<file path="src/rtl/ctrl_pkg.sv">
// Shared control encodings for the RV32I multi-cycle and single-cycle decoders.
// States, opcodes and datapath select codes.
package ctrl_pkg;

  typedef enum logic [3:0] {
    S_FETCH    = 4'd0,
    S_DECODE   = 4'd1,
    S_MEMADR   = 4'd2,
    S_MEMREAD  = 4'd3,
    S_MEMWB    = 4'd4,
    S_MEMWRITE = 4'd5,
    S_EXECR    = 4'd6,
    S_EXECI    = 4'd7,
    S_LUI      = 4'd8,
    S_ALUWB    = 4'd9,
    S_BRANCH   = 4'd10,
    S_JAL      = 4'd11,
    S_ILLEGAL  = 4'd13
  } state_e;

  localparam logic [6:0] OP_LW  = 7'b0000011;
  localparam logic [6:0] OP_SW  = 7'b0100011;
  localparam logic [6:0] OP_R   = 7'b0110011;
  localparam logic [6:0] OP_I   = 7'b0010011;
  localparam logic [6:0] OP_BR  = 7'b1100011;
  localparam logic [6:0] OP_JAL = 7'b1101111;
  localparam logic [6:0] OP_LUI = 7'b0110111;

  localparam logic [2:0] IMM_I = 3'b000;
  localparam logic [2:0] IMM_S = 3'b001;
  localparam logic [2:0] IMM_B = 3'b010;
  localparam logic [2:0] IMM_U = 3'b011;
  localparam logic [2:0] IMM_J = 3'b100;

  localparam logic [1:0] RES_ALUOUT = 2'b00;
  localparam logic [1:0] RES_MEM    = 2'b01;
  localparam logic [1:0] RES_ALU    = 2'b10;

  localparam logic [1:0] SRCA_PC    = 2'b00;
  localparam logic [1:0] SRCA_OLDPC = 2'b01;
  localparam logic [1:0] SRCA_RS1   = 2'b10;
  localparam logic [1:0] SRCA_ZERO  = 2'b11;

  localparam logic [1:0] SRCB_RS2  = 2'b00;
  localparam logic [1:0] SRCB_IMM  = 2'b01;
  localparam logic [1:0] SRCB_FOUR = 2'b10;

  localparam logic [1:0] ALUOP_ADD   = 2'b00;
  localparam logic [1:0] ALUOP_SUB   = 2'b01;
  localparam logic [1:0] ALUOP_FUNCT = 2'b10;

  localparam logic [2:0] F3_BEQ = 3'b000;
  localparam logic [2:0] F3_BNE = 3'b001;

  typedef struct packed {
    logic lw;
    logic sw;
    logic r;
    logic i;
    logic br;
    logic jal;
    logic lui;
  } iclass_t;

endpackage

</file>
<file path="src/rtl/instr_class_dec.sv">
// Opcode classifier: immediate format, one-hot class and illegal flag.
// Shared by the multi-cycle sequencer and the single-cycle decoder.
module instr_class_dec
  import ctrl_pkg::*;
(
  input  logic [6:0] op_i,
  output logic [2:0] imm_src_o,
  output iclass_t    cls_o,
  output logic       illegal_o
);

  always_comb begin
    imm_src_o = IMM_I;
    cls_o     = '0;
    illegal_o = 1'b0;
    case (op_i)
      OP_LW: cls_o.lw = 1'b1;
      OP_SW: begin
        cls_o.sw  = 1'b1;
        imm_src_o = IMM_S;
      end
      OP_R:  cls_o.r = 1'b1;
      OP_I:  cls_o.i = 1'b1;
      OP_BR: begin
        cls_o.br  = 1'b1;
        imm_src_o = IMM_B;
      end
      OP_JAL: begin
        cls_o.jal = 1'b1;
        imm_src_o = IMM_J;
      end
      OP_LUI: begin
        cls_o.lui = 1'b1;
        imm_src_o = IMM_U;
      end
      default: illegal_o = 1'b1;
    endcase
  end

endmodule

</file>
<file path="src/rtl/mc_ctrl_fsm.sv">
// Multi-cycle RV32I control sequencer: steps fetch/decode/execute/writeback
// and drives the datapath selects and write enables.
module mc_ctrl_fsm
  import ctrl_pkg::*;
#(
  parameter bit HAS_MEM_READY = 1'b1
) (
  input  logic       clk_i,
  input  logic       rst_i,
  input  logic [6:0] op_i,
  input  logic [2:0] funct3_i,
  input  logic       zero_i,
  input  logic       mem_ready_i,
  output logic       pc_write_o,
  output logic       ir_write_o,
  output logic       adr_src_o,
  output logic       mem_write_o,
  output logic       reg_write_o,
  output logic [1:0] result_src_o,
  output logic [1:0] alu_src_a_o,
  output logic [1:0] alu_src_b_o,
  output logic [1:0] alu_op_o,
  output logic [2:0] imm_src_o,
  output logic       instret_o,
  output logic       illegal_o,
  output logic [3:0] state_o
);

  state_e  state_q, state_d;
  iclass_t cls;
  logic    dec_illegal;
  logic    mem_rdy;
  logic    br_taken;

  instr_class_dec u_dec (
    .op_i      (op_i),
    .imm_src_o (imm_src_o),
    .cls_o     (cls),
    .illegal_o (dec_illegal)
  );

  assign mem_rdy  = HAS_MEM_READY ? mem_ready_i : 1'b1;
  assign br_taken = ((funct3_i == F3_BEQ) &  zero_i) |
                    ((funct3_i == F3_BNE) & ~zero_i);
  assign state_o  = state_q;

  always_ff @(posedge clk_i or posedge rst_i) begin
    if (rst_i) state_q <= S_FETCH;
    else       state_q <= state_d;
  end

  always_comb begin
    state_d      = state_q;
    pc_write_o   = 1'b0;
    ir_write_o   = 1'b0;
    adr_src_o    = 1'b0;
    mem_write_o  = 1'b0;
    reg_write_o  = 1'b0;
    result_src_o = RES_ALUOUT;
    alu_src_a_o  = SRCA_PC;
    alu_src_b_o  = SRCB_RS2;
    alu_op_o     = ALUOP_ADD;
    instret_o    = 1'b0;
    illegal_o    = 1'b0;
    case (state_q)
      S_FETCH: begin
        alu_src_b_o  = SRCB_FOUR;
        result_src_o = RES_ALU;
        ir_write_o   = mem_rdy;
        pc_write_o   = mem_rdy;
        if (mem_rdy) state_d = S_DECODE;
      end
      S_DECODE: begin
        alu_src_a_o = SRCA_OLDPC;
        alu_src_b_o = SRCB_IMM;
        if (dec_illegal) begin
          state_d = S_ILLEGAL;
        end else begin
          unique case (1'b1)
            cls.lw, cls.sw: state_d = S_MEMADR;
            cls.r:          state_d = S_EXECR;
            cls.i:          state_d = S_EXECI;
            cls.br:         state_d = S_BRANCH;
            cls.jal:        state_d = S_JAL;
            cls.lui:        state_d = S_LUI;
            default:        state_d = S_ILLEGAL;
          endcase
        end
      end
      S_MEMADR: begin
        alu_src_a_o = SRCA_RS1;
        alu_src_b_o = SRCB_IMM;
        state_d     = cls.sw ? S_MEMWRITE : S_MEMREAD;
      end
      S_MEMREAD: begin
        adr_src_o = 1'b1;
        if (mem_rdy) state_d = S_MEMWB;
      end
      S_MEMWB: begin
        result_src_o = RES_MEM;
        reg_write_o  = 1'b1;
        instret_o    = 1'b1;
        state_d      = S_FETCH;
      end
      S_MEMWRITE: begin
        adr_src_o   = 1'b1;
        mem_write_o = 1'b1;
        instret_o   = mem_rdy;
        if (mem_rdy) state_d = S_FETCH;
      end
      S_EXECR: begin
        alu_src_a_o = SRCA_RS1;
        alu_op_o    = ALUOP_FUNCT;
        state_d     = S_ALUWB;
      end
      S_EXECI: begin
        alu_src_a_o = SRCA_RS1;
        alu_src_b_o = SRCB_IMM;
        alu_op_o    = ALUOP_FUNCT;
        state_d     = S_ALUWB;
      end
      S_LUI: begin
        alu_src_a_o = SRCA_ZERO;
        alu_src_b_o = SRCB_IMM;
        state_d     = S_ALUWB;
      end
      S_ALUWB: begin
        reg_write_o = 1'b1;
        instret_o   = 1'b1;
        state_d     = S_FETCH;
      end
      S_BRANCH: begin
        alu_src_a_o = SRCA_RS1;
        alu_op_o    = ALUOP_SUB;
        pc_write_o  = br_taken;
        instret_o   = 1'b1;
        state_d     = S_FETCH;
      end
      S_JAL: begin
        // ALUOut already holds the target; ALU now forms oldPC+4 for rd
        alu_src_a_o = SRCA_OLDPC;
        alu_src_b_o = SRCB_FOUR;
        pc_write_o  = 1'b1;
        state_d     = S_ALUWB;
      end
      S_ILLEGAL: begin
        illegal_o = 1'b1;
      end
      default: state_d = S_FETCH;
    endcase
    // Async reset already forces FETCH; also squash its ready-gated enables
    if (rst_i) begin
      pc_write_o  = 1'b0;
      ir_write_o  = 1'b0;
      mem_write_o = 1'b0;
      reg_write_o = 1'b0;
      instret_o   = 1'b0;
    end
  end

endmodule

</file>
<file path="config.mk">
export PLATFORM = sky130hd
export DESIGN_NAME = mc_ctrl_fsm
export DESIGN_NICKNAME = d
export VERILOG_FILES = /design/src/rtl/ctrl_pkg.sv /design/src/rtl/instr_class_dec.sv /design/src/rtl/mc_ctrl_fsm.sv
export SDC_FILE = /design/constraint.sdc
export NUM_CORES = 1
export LEC_CHECK = 0
export CORE_UTILIZATION = 28
export DETAILED_ROUTE_END_ITERATION = 12
export HOLD_SLACK_MARGIN = 0.06
export PLACE_DENSITY = 0.56
export SYNTH_ARGS = -nofsm -noshare
export SYNTH_HDL_FRONTEND = slang
export SYNTH_HIERARCHICAL = 1
export SYNTH_SLANG_ARGS = --single-unit
</file>
<file path="constraint.sdc">
create_clock -name clk_i -period 3.4 [get_ports clk_i]
set_input_delay 0.68 -clock clk_i [delete_from_list [all_inputs] [get_ports clk_i]]
set_output_delay 0.68 -clock clk_i [all_outputs]
set_load 0.02 [all_outputs]
</file>
# After elaboration in Yosys (flattened, before gate mapping)
# Cells that the tools add are included.
[word_totals] reg_bits=4 in_bits=14 out_inout_bits=22 elab_cells=74
[op_classes] eq_ne=23 n_mux=31 n_bitwise=5 n_reduce_logical=14
[ops] cell="$pmux 4 s7" count=1
[ops] cell="$pmux 4 s6" count=1
[ops] cell="$eq 7x6->1 const B" count=3
[ops] cell="$eq 4x4->1 const B" count=5
[ops] cell="$mux 1" count=17
[ops] cell="$eq 4x3->1 const B" count=4
[ops] cell="$mux 4" count=4
[ops] cell="$eq 7x7->1 const B" count=2
[ops] cell="$pmux 2 s2" count=3
[ops] cell="$pmux 3 s4" count=1
[ops] cell="$reduce_or 2->1" count=6
[ops] cell="$reduce_or 4->1" count=3
[ops] cell="$eq 4x2->1 const B" count=2
[ops] cell="$eq 7x2->1 const B" count=1
[ops] cell="$eq 7x5->1 const B" count=1
[ops] cell="$reduce_or 7->1" count=1
[ops] cell="$ne 2x2->1 const B" count=3
[ops] cell="$pmux 2 s3" count=1
[ops] cell="$eq 4x1->1 const B" count=1
[ops] cell="$logic_not 4->1" count=1
[ops] cell="$reduce_and 4->1" count=1
[ops] cell="$eq 3x1->1 const B" count=1
[ops] cell="$logic_not 3->1" count=1
[ops] cell="$mux 3" count=1
[ops] cell="6 further kinds" count=8

# Longest topological paths before layout
# Gate-level depths: netlist of the first run.
[depth] depth_word=6 depth_mapped=7

# Modules after synthesis
# Netlist of the first run, hierarchy kept.
[modules_own_cells] mod="mc_ctrl_fsm" instances=1 cells_each=92 area_per_inst_um2=633.1 seq_area_each_um2=100.1
[modules_own_cells] mod="instr_class_dec" instances=1 cells_each=29 area_per_inst_um2=197.7 seq_area_each_um2=0.0

# Least setup slack after synthesis of the first run
# Ideal clock, no wire load.
[synth_path] path_kind="input to register" start="input port op_i[3]" end="register state_q[3] (netlist: state_o[3])" setup_ns=0.127 arrival_ns=2.316 t_required_ns=3.273 setup_slack_ns=0.957 path_stages=7 path_cell_list="buf_6 > or3_4 > nor3_1 > nor4_1 > or4b_1 > a221oi_2 > a21oi_1"
[synth_lines] item="start, declared" line="mc_ctrl_fsm.sv:10" rtl="input logic [6:0] op_i,"
[synth_lines] item="end signal, assigned" line="mc_ctrl_fsm.sv:49" rtl="else state_q <= state_d;"
[synth_lines] item="end, declared" line="mc_ctrl_fsm.sv:29" rtl="state_e state_q, state_d;"

# Worst setup path after layout of the first run
[layout_path] start="input port mem_ready_i" end="output port pc_write_o"
[layout_between] elab_chain_cells=2
[layout_lines] item="start, declared" line="mc_ctrl_fsm.sv:13" rtl="input logic mem_ready_i,"
[layout_lines] item="$pmux 1 s3" line="mc_ctrl_fsm.sv:65" rtl="case (state_q)"
[layout_lines] item="$mux 1" line="mc_ctrl_fsm.sv:152" rtl="if (rst_i) begin"
[layout_lines] item="end, declared" line="mc_ctrl_fsm.sv:14" rtl="output logic pc_write_o,"
# No other way between the ends.

==> impl_metrics.tcl, run 1 <==
set metrics [dict create \
    worst_setup_path_end_kind "output pin" \
    drt_first_pass_iters 4 \
    period_needed_ns 3.17 \
    path_buf_inv 2 \
    yosysWarnings 6 \
    crit_chain "clkdlybuf4s50_1 > or4b_1 > a21oi_1 > a21oi_1 > nor2_1 > clkdlybuf4s50_1" \
    crit_path_end "pc_write_o" \
    start_util 0.299 \
    critPathMaxStageDelay_ns 0.60 \
    grt_max_degree 25 \
    drive_gt1_frac 0.0915 \
    grtUsageTotal 0.144 \
    cellPowerDensity_nw_per_um2 590 \
    start_kind "input pin" \
    drv_slew 0 \
    netlist.top_cell.by_area "dfrtp_1" \
    power_frac_seq 0.165 \
    hold_path_class "reg -> reg" \
    gp_congestion 0.844 \
    rr_worst_depth 4 \
    rows 19 \
    port_buffers 35 \
    avgViaCountPerCell 5.29 \
    die_x_um 56.5 \
    largest_reg_flops 4 \
    r2r-start "state_o[0]$_DFFE_PP0P_" \
    clk_latency_ns 0.23 \
    grt_antenna_before_repair 0 \
    cts_buffers 3 \
    ys_ff_latch 4 \
    internal_power_mw 0.352 \
    hold_viol 0 \
    overflow 0 \
    clock_sinks 4 \
    critPathKind "in -> out" \
    yosys-top-cells-area "dfrtp_1 12%, a21oi_1 9.0%, nor3_1 6.0%, nor2_1 5.9%, buf_6 5.4%" \
    power.static_leakage_nw 0.442 \
    worst_path_max_delay_cell "clkdlybuf4s50_1" \
    cts_tree "yes" \
    finalSetupTns_ns 0 \
    wl_per_cell_um 12.1 \
    syn_area_per_cell_sq_um 6.87 \
    syn_nets 135 \
    arrival_ns 2.49 \
    rsz0062_at_grt "no" \
    die_y_um 56.5 \
    ant_nets 0 \
    cts_resized 0 \
    p_sw_mw 0.351 \
    cts_hold_buf 0 \
    clock.fmax_mhz 315 \
    nets 169 \
    min_period_over_period 0.933 \
    dieArea_sq_um 3190 \
    drv_cap 0 \
    cts_setup_buffers 0 \
    grt_pass1_vias 863 \
    dp_hpwl_um 1690 \
    cts_buffer_depth 2 \
    sw_frac_of_total 0.499 \
    synth.distinct_cells 40 \
    crit_cells 6 \
    syn_inst 121 \
    clkPwrFrac 0.082 \
    ir_worst_vdd_mv 0.475 \
    core_area_sq_um 2780 \
    worstReg2RegEnd "state_o[2]$_DFFE_PP0P_" \
    critical-path-top-delay-family "buffers and inverters" \
    finalSetupViolations 0 \
    status "completed" \
    combPwrFrac 0.753 \
    worstMarginPinSlew_ns 0.582 \
    place_area_sq_um 1170 \
    rrSetupSlack_ns 1.80 \
    clkTransAtPathRegs_ns 0.04 \
    area_growth_pct 43.7 \
    num_io_pins 36 \
    syn_area_sq_um 831 \
    drt-initial-drc-count 21 \
    grt_pass1_wl_um 3780 \
    n_antenna_cell 0 \
    fin_skew_ns 0.00477 \
    synth_top_area_frac 0.120 \
    startpoint "mem_ready_i" \
    cp.required_ns 2.72 \
    final_cell_area_sq_um 1190 \
    htreeDepth 1 \
    ys_seq_area_frac 0.120 \
    relSlewSlack 0.612 \
    path_max_fanout 2 \
    vias 973 \
    cts_root_buf "clkbuf_4" \
    drc_errors 0 \
    drt-total-wl_um 2230 \
]
cell usage in the layout (no fill, tap or decap), types with 4 or more instances in the layout:
master           synthesis  routed
nor4_1                   4       4
o21ai_0                  5       5
dfrtp_1                  4       4
nor3_1                  10      10
a21oi_1                 15      15
buf_4                    2       5
nor2_1                  13      13
nand2b_1                 4       4
clkdlybuf4s50_1          0      35
and3_1                   6       6
nand2_1                  9       9
power groups by stage:
stage / logic, mW / registers (mW) / clock network, mW
floorplan: 0.373 / 0.0945 / 0
global placement: 0.529 / 0.116 / 0
detailed placement: 0.532 / 0.117 / 0
CTS: 0.533 / 0.116 / 0.0609
global route: 0.578 / 0.121 / 0.0680
finish: 0.530 / 0.116 / 0.0574
worst min path at each step:
stage / end / cells after the start / slack (ns) / start
after floorplan: state_o[0]$_DFFE_PP0P_ / 1 / 0.45 / rst_i
after global placement: state_o[1]$_DFFE_PP0P_ / 2 / 0.70 / state_o[2]$_DFFE_PP0P_
after detailed placement: state_o[1]$_DFFE_PP0P_ / 2 / 0.69 / state_o[2]$_DFFE_PP0P_
after CTS: state_o[1]$_DFFE_PP0P_ / 2 / 0.69 / state_o[2]$_DFFE_PP0P_
after global routing: state_o[1]$_DFFE_PP0P_ / 2 / 0.75 / state_o[2]$_DFFE_PP0P_
final: state_o[1]$_DFFE_PP0P_ / 2 / 0.68 / state_o[2]$_DFFE_PP0P_
synth_stat cells:
cell,number
a2111oi_0,1
a21oi_1,15
a221oi_2,1
a22oi_1,1
a31oi_1,1
and2_1,2
and3_1,6
buf_2,3
buf_4,2
buf_6,4
clkbuf_1,1
clkbuf_4,1
dfrtp_1,4
inv_1,3
mux2i_1,1
nand2_1,9
nand2b_1,4
nand2b_2,1
nand3_1,3
nand3b_1,1
nor2_1,13
nor2_2,1
nor2b_1,3
nor3_1,10
nor3b_1,3
nor4_1,4
nor4_2,1
nor4b_4,1
o211ai_1,1
o21ai_0,5
o21ai_1,1
o21bai_1,1
o22a_1,2
o31a_1,1
o32a_1,1
or3_1,1
or3_4,1
or4b_1,2
xnor2_1,3
xor2_1,2
tightest hold or removal path, cell delays in order, from the launching register on:
cell	delay (ns)
dfrtp_1	0.32
buf_4	0.24
nor3_1	0.08
logic make-up after synthesis:
| group | count (synthesis) | share of synthesized area |
|---|---|---|
| mux | 1 | 0.0120 |
| buf+inv | 14 | 0.117 |
| compound gates | 31 | 0.233 |
| simple gates | 66 | 0.464 |
| xor+xnor | 5 | 0.0527 |
| flops | 4 | 0.120 |
final cells by class:
class	instances	area (sq um)
clock buffer	3	22.5
fill	303	1590
inverter	3	11.3
multi-input combinational	103	633
sequential	4	100
tap	31	38.8
timing repair buffer	40	388
through the flow:
| stage | hold WS [ns] | power [mW] | util | std cells | worst slack [ns] |
|---|---|---|---|---|---|
| after detailed placement | 0.693 | 0.649 | 0.421 | 181 | 0.229 |
| after global placement | 0.697 | 0.646 | 0.421 | 181 | 0.253 |
| after global routing | 0.746 | 0.767 | 0.429 | 184 | 0.109 |
| final | 0.685 | 0.704 | 0.429 | 184 | 0.228 |
| after floorplan | 0.446 | 0.468 | - | 121 | 0.957 |
| after CTS | 0.689 | 0.710 | 0.429 | 184 | 0.219 |
metal layers:
| metal | wire length, um | up-vias | share of wire | global-route usage |
|---|---|---|---|---|
| met3 | 143 | 0 | 0.064 | 0.0461 |
| met5 | 0 | - | 0 | 0 |
| li1 | - | 508 | - | - |
| met1 | 1120 | 433 | 0.50 | 0.183 |
| met2 | 972 | 32 | 0.44 | 0.247 |
| met4 | 0 | 0 | 0 | 0.0105 |
No activity file was read; power rests on OpenSTA's default activity.
==> inputs of run 2 (changes only) <==
--- a/config.mk
+++ b/config.mk
@@ -5,6 +5,7 @@
 export SDC_FILE = /design/constraint.sdc
 export NUM_CORES = 1
 export LEC_CHECK = 0
+export CORE_ASPECT_RATIO = 0.5
 export CORE_UTILIZATION = 28
 export DETAILED_ROUTE_END_ITERATION = 12
 export HOLD_SLACK_MARGIN = 0.06
==> run 2 against run 1 <==
Utilization up 2.5 points; highest routed layer unchanged; flip-flop and latch count unchanged; sequential power decreased by 20%; design area is 2.8% higher; fmax decreased by 1.1%; combinational power rose by 5.1%; register-to-register slack gained 0.03 ns; first-iteration DRC count increased to 2.7 times the previous value; worst hold slack better by 0.027 ns.
==> impl_metrics.tcl, run 2 (synthesis results as in run 1) <==
set metrics [dict create \
    cts_buffers 3 \
    critPathKind "in -> out" \
    wl_per_cell_um 11.7 \
    core_area_sq_um 2700 \
    drt-total-wl_um 2240 \
    gp_congestion 0.778 \
    grt_pass1_wl_um 3460 \
    fin_skew_ns 0.00311 \
    htreeDepth 1 \
    drt-initial-drc-count 57 \
    drc_errors 0 \
    rows 13 \
    grt_max_degree 25 \
    nets 170 \
    ant_nets 0 \
    port_buffers 35 \
    cts_resized 0 \
    largest_reg_flops 4 \
    drt_first_pass_iters 4 \
    final_cell_mix "35 x clkdlybuf4s50_1, 15 x a21oi_1, 13 x nor2_1, 10 x nor3_1, 9 x nand2_1" \
    min_period_over_period 0.943 \
    cts_setup_buffers 0 \
    final_cell_area_sq_um 1230 \
    start_util 0.308 \
    grtUsageTotal 0.143 \
    p_total_mw 0.748 \
    clk_latency_ns 0.22 \
    cellPowerDensity_nw_per_um2 609 \
    dp_hpwl_um 1660 \
    drv_cap 0 \
    overflow 0 \
    relSlewSlack 0.632 \
    num_io_pins 36 \
    arrival_ns 2.53 \
    power.static_leakage_nw 0.455 \
    n_antenna_cell 0 \
    fillers 283 \
    clock.fmax_mhz 312 \
    period_needed_ns 3.21 \
    rsz0062_at_grt "no" \
    cts_hold_buf 0 \
    area_growth_pct 47.7 \
    finalSetupTns_ns 0 \
    worst_setup_path_end_kind "output pin" \
    die_x_um 79.0 \
    place_area_sq_um 1190 \
    die_y_um 40.5 \
    hold_path_class "reg -> reg" \
    hold_viol 0 \
    status "completed" \
    clock_sinks 4 \
    cp.required_ns 2.72 \
    vias 984 \
    clkTransAtPathRegs_ns 0.03 \
    dieArea_sq_um 3200 \
    cts_tree "yes" \
    drv_slew 0 \
    cts_buffer_depth 2 \
    grt_antenna_before_repair 0 \
    finalSetupViolations 0 \
    path_max_fanout 2 \
    ir_worst_vdd_mv 0.193 \
    drive_gt1_frac 0.0974 \
    cts_root_buf "clkbuf_8" \
    worstMarginPinSlew_ns 0.538 \
    whs_ns 0.712 \
    start_kind "input pin" \
    avgViaCountPerCell 5.15 \
    layout_commonest_cell "clkdlybuf4s50_1" \
    grt_pass1_vias 761 \
]
[run 2: cell types whose count changed in the layout (fill, tap and decap cells not counted), sizes merged]
cell | before | now
buf | 5 | 6
[run 2: worst max-delay path: stages]
cell             delay (ns)
clkdlybuf4s50_1        0.47
or4b_1                 0.44
a21oi_1                0.18
a21oi_1                0.06
nor2_1                 0.09
clkdlybuf4s50_1        0.61
[run 2: final cells by class]
cell class / instances / area, sq um / share of cell area
repair buffers: 41 / 395 / 0.322
flip-flops and latches: 4 / 100 / 0.0815
multi-input cells: 103 / 633 / 0.516
well taps: 37 / 46.3 / 0.0377
clock buffers: 3 / 41.3 / 0.0336
inverters: 3 / 11.3 / 0.00917
[run 2: where the power goes]
part           internal (mW)  switching (mW)  total (mW)
clock                 0.0753          0.0230      0.0983
combinational          0.258           0.300       0.557
sequential            0.0634          0.0293      0.0927
total                  0.396           0.352       0.748
[run 2: per-stage QoR]
| step | std cells | util | setup slack (ns) |
|---|---|---|---|
| finish | 191 | 0.455 | 0.193 |
| global route | 191 | 0.455 | 0.123 |
| CTS | 191 | 0.455 | 0.189 |
| detailed placement | 188 | 0.439 | 0.194 |
| global placement | 188 | 0.439 | 0.197 |
| floorplan | 121 | - | 0.957 |
[run 2: per-layer routing]
metal  wire length, um  vias to the layer above  track usage
met5                 0                        -            0
met4                 0                        0       0.0409
met3               117                        0       0.0273
met2               971                       31        0.239
met1              1150                      444        0.191
li1                  -                      509            -
[run 2: worst paths after layout]
check / startpoint / endpoint / slack [ns] / cells after the start
min reg2reg: state_o[3]$_DFFE_PP0P_ / state_o[1]$_DFFE_PP0P_ / 0.71 / 2
max: mem_ready_i / pc_write_o / 0.19 / 6
min in group asynchronous: rst_i / state_o[0]$_DFFE_PP0P_ / 0.81 / 2
max reg2reg: state_o[0]$_DFFE_PP0P_ / state_o[2]$_DFFE_PP0P_ / 1.83 / 5
max in group asynchronous: rst_i / state_o[1]$_DFFE_PP0P_ / 2.43 / 2
min: state_o[3]$_DFFE_PP0P_ / state_o[1]$_DFFE_PP0P_ / 0.71 / 2
==> inputs of run 3 (changes only) <==
--- a/config.mk
+++ b/config.mk
@@ -10,6 +10,7 @@
 export DETAILED_ROUTE_END_ITERATION = 12
 export HOLD_SLACK_MARGIN = 0.06
 export PLACE_DENSITY = 0.56
+export SKIP_CTS_REPAIR_TIMING = 1
 export SYNTH_ARGS = -nofsm -noshare
 export SYNTH_HDL_FRONTEND = slang
 export SYNTH_HIERARCHICAL = 1
==> constraint.sdc (replaced) <==
create_clock -name clk_i -period 3.5 [get_ports clk_i]
set_input_delay 0.7 -clock clk_i [delete_from_list [all_inputs] [get_ports clk_i]]
set_output_delay 0.7 -clock clk_i [all_outputs]
set_load 0.02 [all_outputs]
==> run 3 against run 2 <==
Clock power down 3.1%; via count is 1.5% lower; setup slack improved by 0.071 ns; register-to-register slack better by 0.06 ns; final cell count fell by 0.52%; wire length is 0.13% lower; sequential share of layout area up 0.050 points; combinational power fell by 7.2%; utilization down 0.28 points; clock-buffer cell count unchanged; flip-flop and latch count did not move; sequential power grew 12%; highest routed layer is now met4.
==> impl_metrics.tcl, run 3 (synthesis results as in run 1) <==
set metrics [dict create \
    cellPowerDensity_nw_per_um2 587 \
    crit_chain "clkdlybuf4s50_1 > or4b_1 > a21oi_1 > a21oi_1 > nor2_1 > clkdlybuf4s50_1" \
    clock.fmax_mhz 309 \
    grtUsageTotal 0.150 \
    drv_cap 0 \
    drc_errors 0 \
    cts_buffers 3 \
    ir_worst_vdd_mv 0.213 \
    drv_slew 0 \
    drt-total-wl_um 2240 \
    cp.required_ns 2.80 \
    r2r-start "state_o[0]$_DFFE_PP0P_" \
    ant_nets 0 \
    hold_path_class "reg -> reg" \
    critPathMaxStageDelay_ns 0.61 \
    relSlewSlack 0.626 \
    nets 169 \
    rr_worst_depth 4 \
    start_kind "input pin" \
    cts_root_buf "clkbuf_8" \
    drive_gt1_frac 0.0915 \
    port_buffers 35 \
    critPathKind "in -> out" \
    grt_pass1_wl_um 3580 \
    grt_max_degree 25 \
    period_needed_ns 3.24 \
    die_x_um 79.0 \
    core_area_sq_um 2700 \
    finalSetupViolations 0 \
    num_io_pins 36 \
    worstMarginPinSlew_ns 0.562 \
    grt_pass1_vias 754 \
    arrival_ns 2.54 \
    rows 13 \
    hold_viol 0 \
    clk_latency_ns 0.22 \
    avgViaCountPerCell 5.10 \
    start_util 0.308 \
    cts_tree "yes" \
    grt_antenna_before_repair 0 \
    worst_setup_path_end_kind "output pin" \
    cts_buffer_depth 2 \
    final_cell_mix "35 x clkdlybuf4s50_1, 15 x a21oi_1, 13 x nor2_1, 10 x nor3_1, 9 x nand2_1" \
    drt_first_pass_iters 4 \
    overflow 0 \
    wl_per_cell_um 11.8 \
    gp_congestion 0.770 \
    area_growth_pct 46.8 \
    dieArea_sq_um 3200 \
    drt-initial-drc-count 31 \
    dp_hpwl_um 1680 \
    rrSetupSlack_ns 1.89 \
    finalSetupTns_ns 0 \
    clock_sinks 4 \
    clkTransAtPathRegs_ns 0.03 \
    rsz0062_at_grt "no" \
    htreeDepth 1 \
    min-delay-start "state_o[3]$_DFFE_PP0P_" \
    layout_commonest_cell "clkdlybuf4s50_1" \
    n_antenna_cell 0 \
    status "completed" \
    die_y_um 40.5 \
    hold_end "state_o[1]$_DFFE_PP0P_" \
    power.static_leakage_nw 0.450 \
    holdPathStages 2 \
    place_area_sq_um 1180 \
    path_max_fanout 2 \
    worst_path_max_delay_cell "clkdlybuf4s50_1" \
    vias 969 \
    largest_reg_flops 4 \
    final_cell_area_sq_um 1220 \
    min_period_over_period 0.924 \
    worstReg2RegEnd "state_o[2]$_DFFE_PP0P_" \
    fin_skew_ns 0.00155 \
]
-- run 3: cell count changes in the layout (fill, tap and decap cells not counted) --
cell   change
buf_4      -1
-- run 3: how the worst max path moves through the flow --
stage	start	to	cells past startpoint
after global routing	mem_ready_i	pc_write_o	6
after global placement	mem_ready_i	pc_write_o	6
after CTS	mem_ready_i	pc_write_o	6
after detailed placement	mem_ready_i	pc_write_o	6
after floorplan	op_i[3]	state_o[3]$_DFFE_PP0P_	7
final	mem_ready_i	pc_write_o	6
-- run 3: metal layers --
layer / track usage / share of wire / vias to the layer above
li1: - / - / 509
met1: 0.198 / 0.51 / 434
met2: 0.244 / 0.44 / 23
met3: 0.0341 / 0.049 / 3
met4: 0.0545 / 0.0036 / 0
met5: 0 / 0 / -
-- run 3: final cells by class --
cell class,instances,area (sq um)
fill,308,1480
multi-input combinational,103,633
inverter,3,11.3
tap,37,46.3
timing repair buffer,40,388
clock buffer,3,41.3
sequential,4,100
-- run 3: critical path, delay by kind of cell --
| kind | cells | cell delay, ns |
|---|---|---|
| buf+inv | 2 | 1.09 |
| simple gates | 2 | 0.51 |
| compound gates | 2 | 0.23 |
-- run 3: metrics by stage --
step / utilization / power (mW) / hold WS [ns] / worst slack [ns] / instances
final: 0.452 / 0.717 / 0.721 / 0.264 / 190
after CTS: 0.452 / 0.724 / 0.722 / 0.251 / 190
after global placement: 0.437 / 0.622 / 0.712 / 0.259 / 187
after detailed placement: 0.437 / 0.625 / 0.717 / 0.252 / 187
after floorplan: - / 0.455 / 0.466 / 1.04 / 121
after global routing: 0.452 / 0.776 / 0.764 / 0.145 / 190
-- run 3: report_power, final --
group / internal, mW / switching [mW]
Clock: 0.0731 / 0.0222
Combinational: 0.243 / 0.274
Sequential: 0.0613 / 0.0431
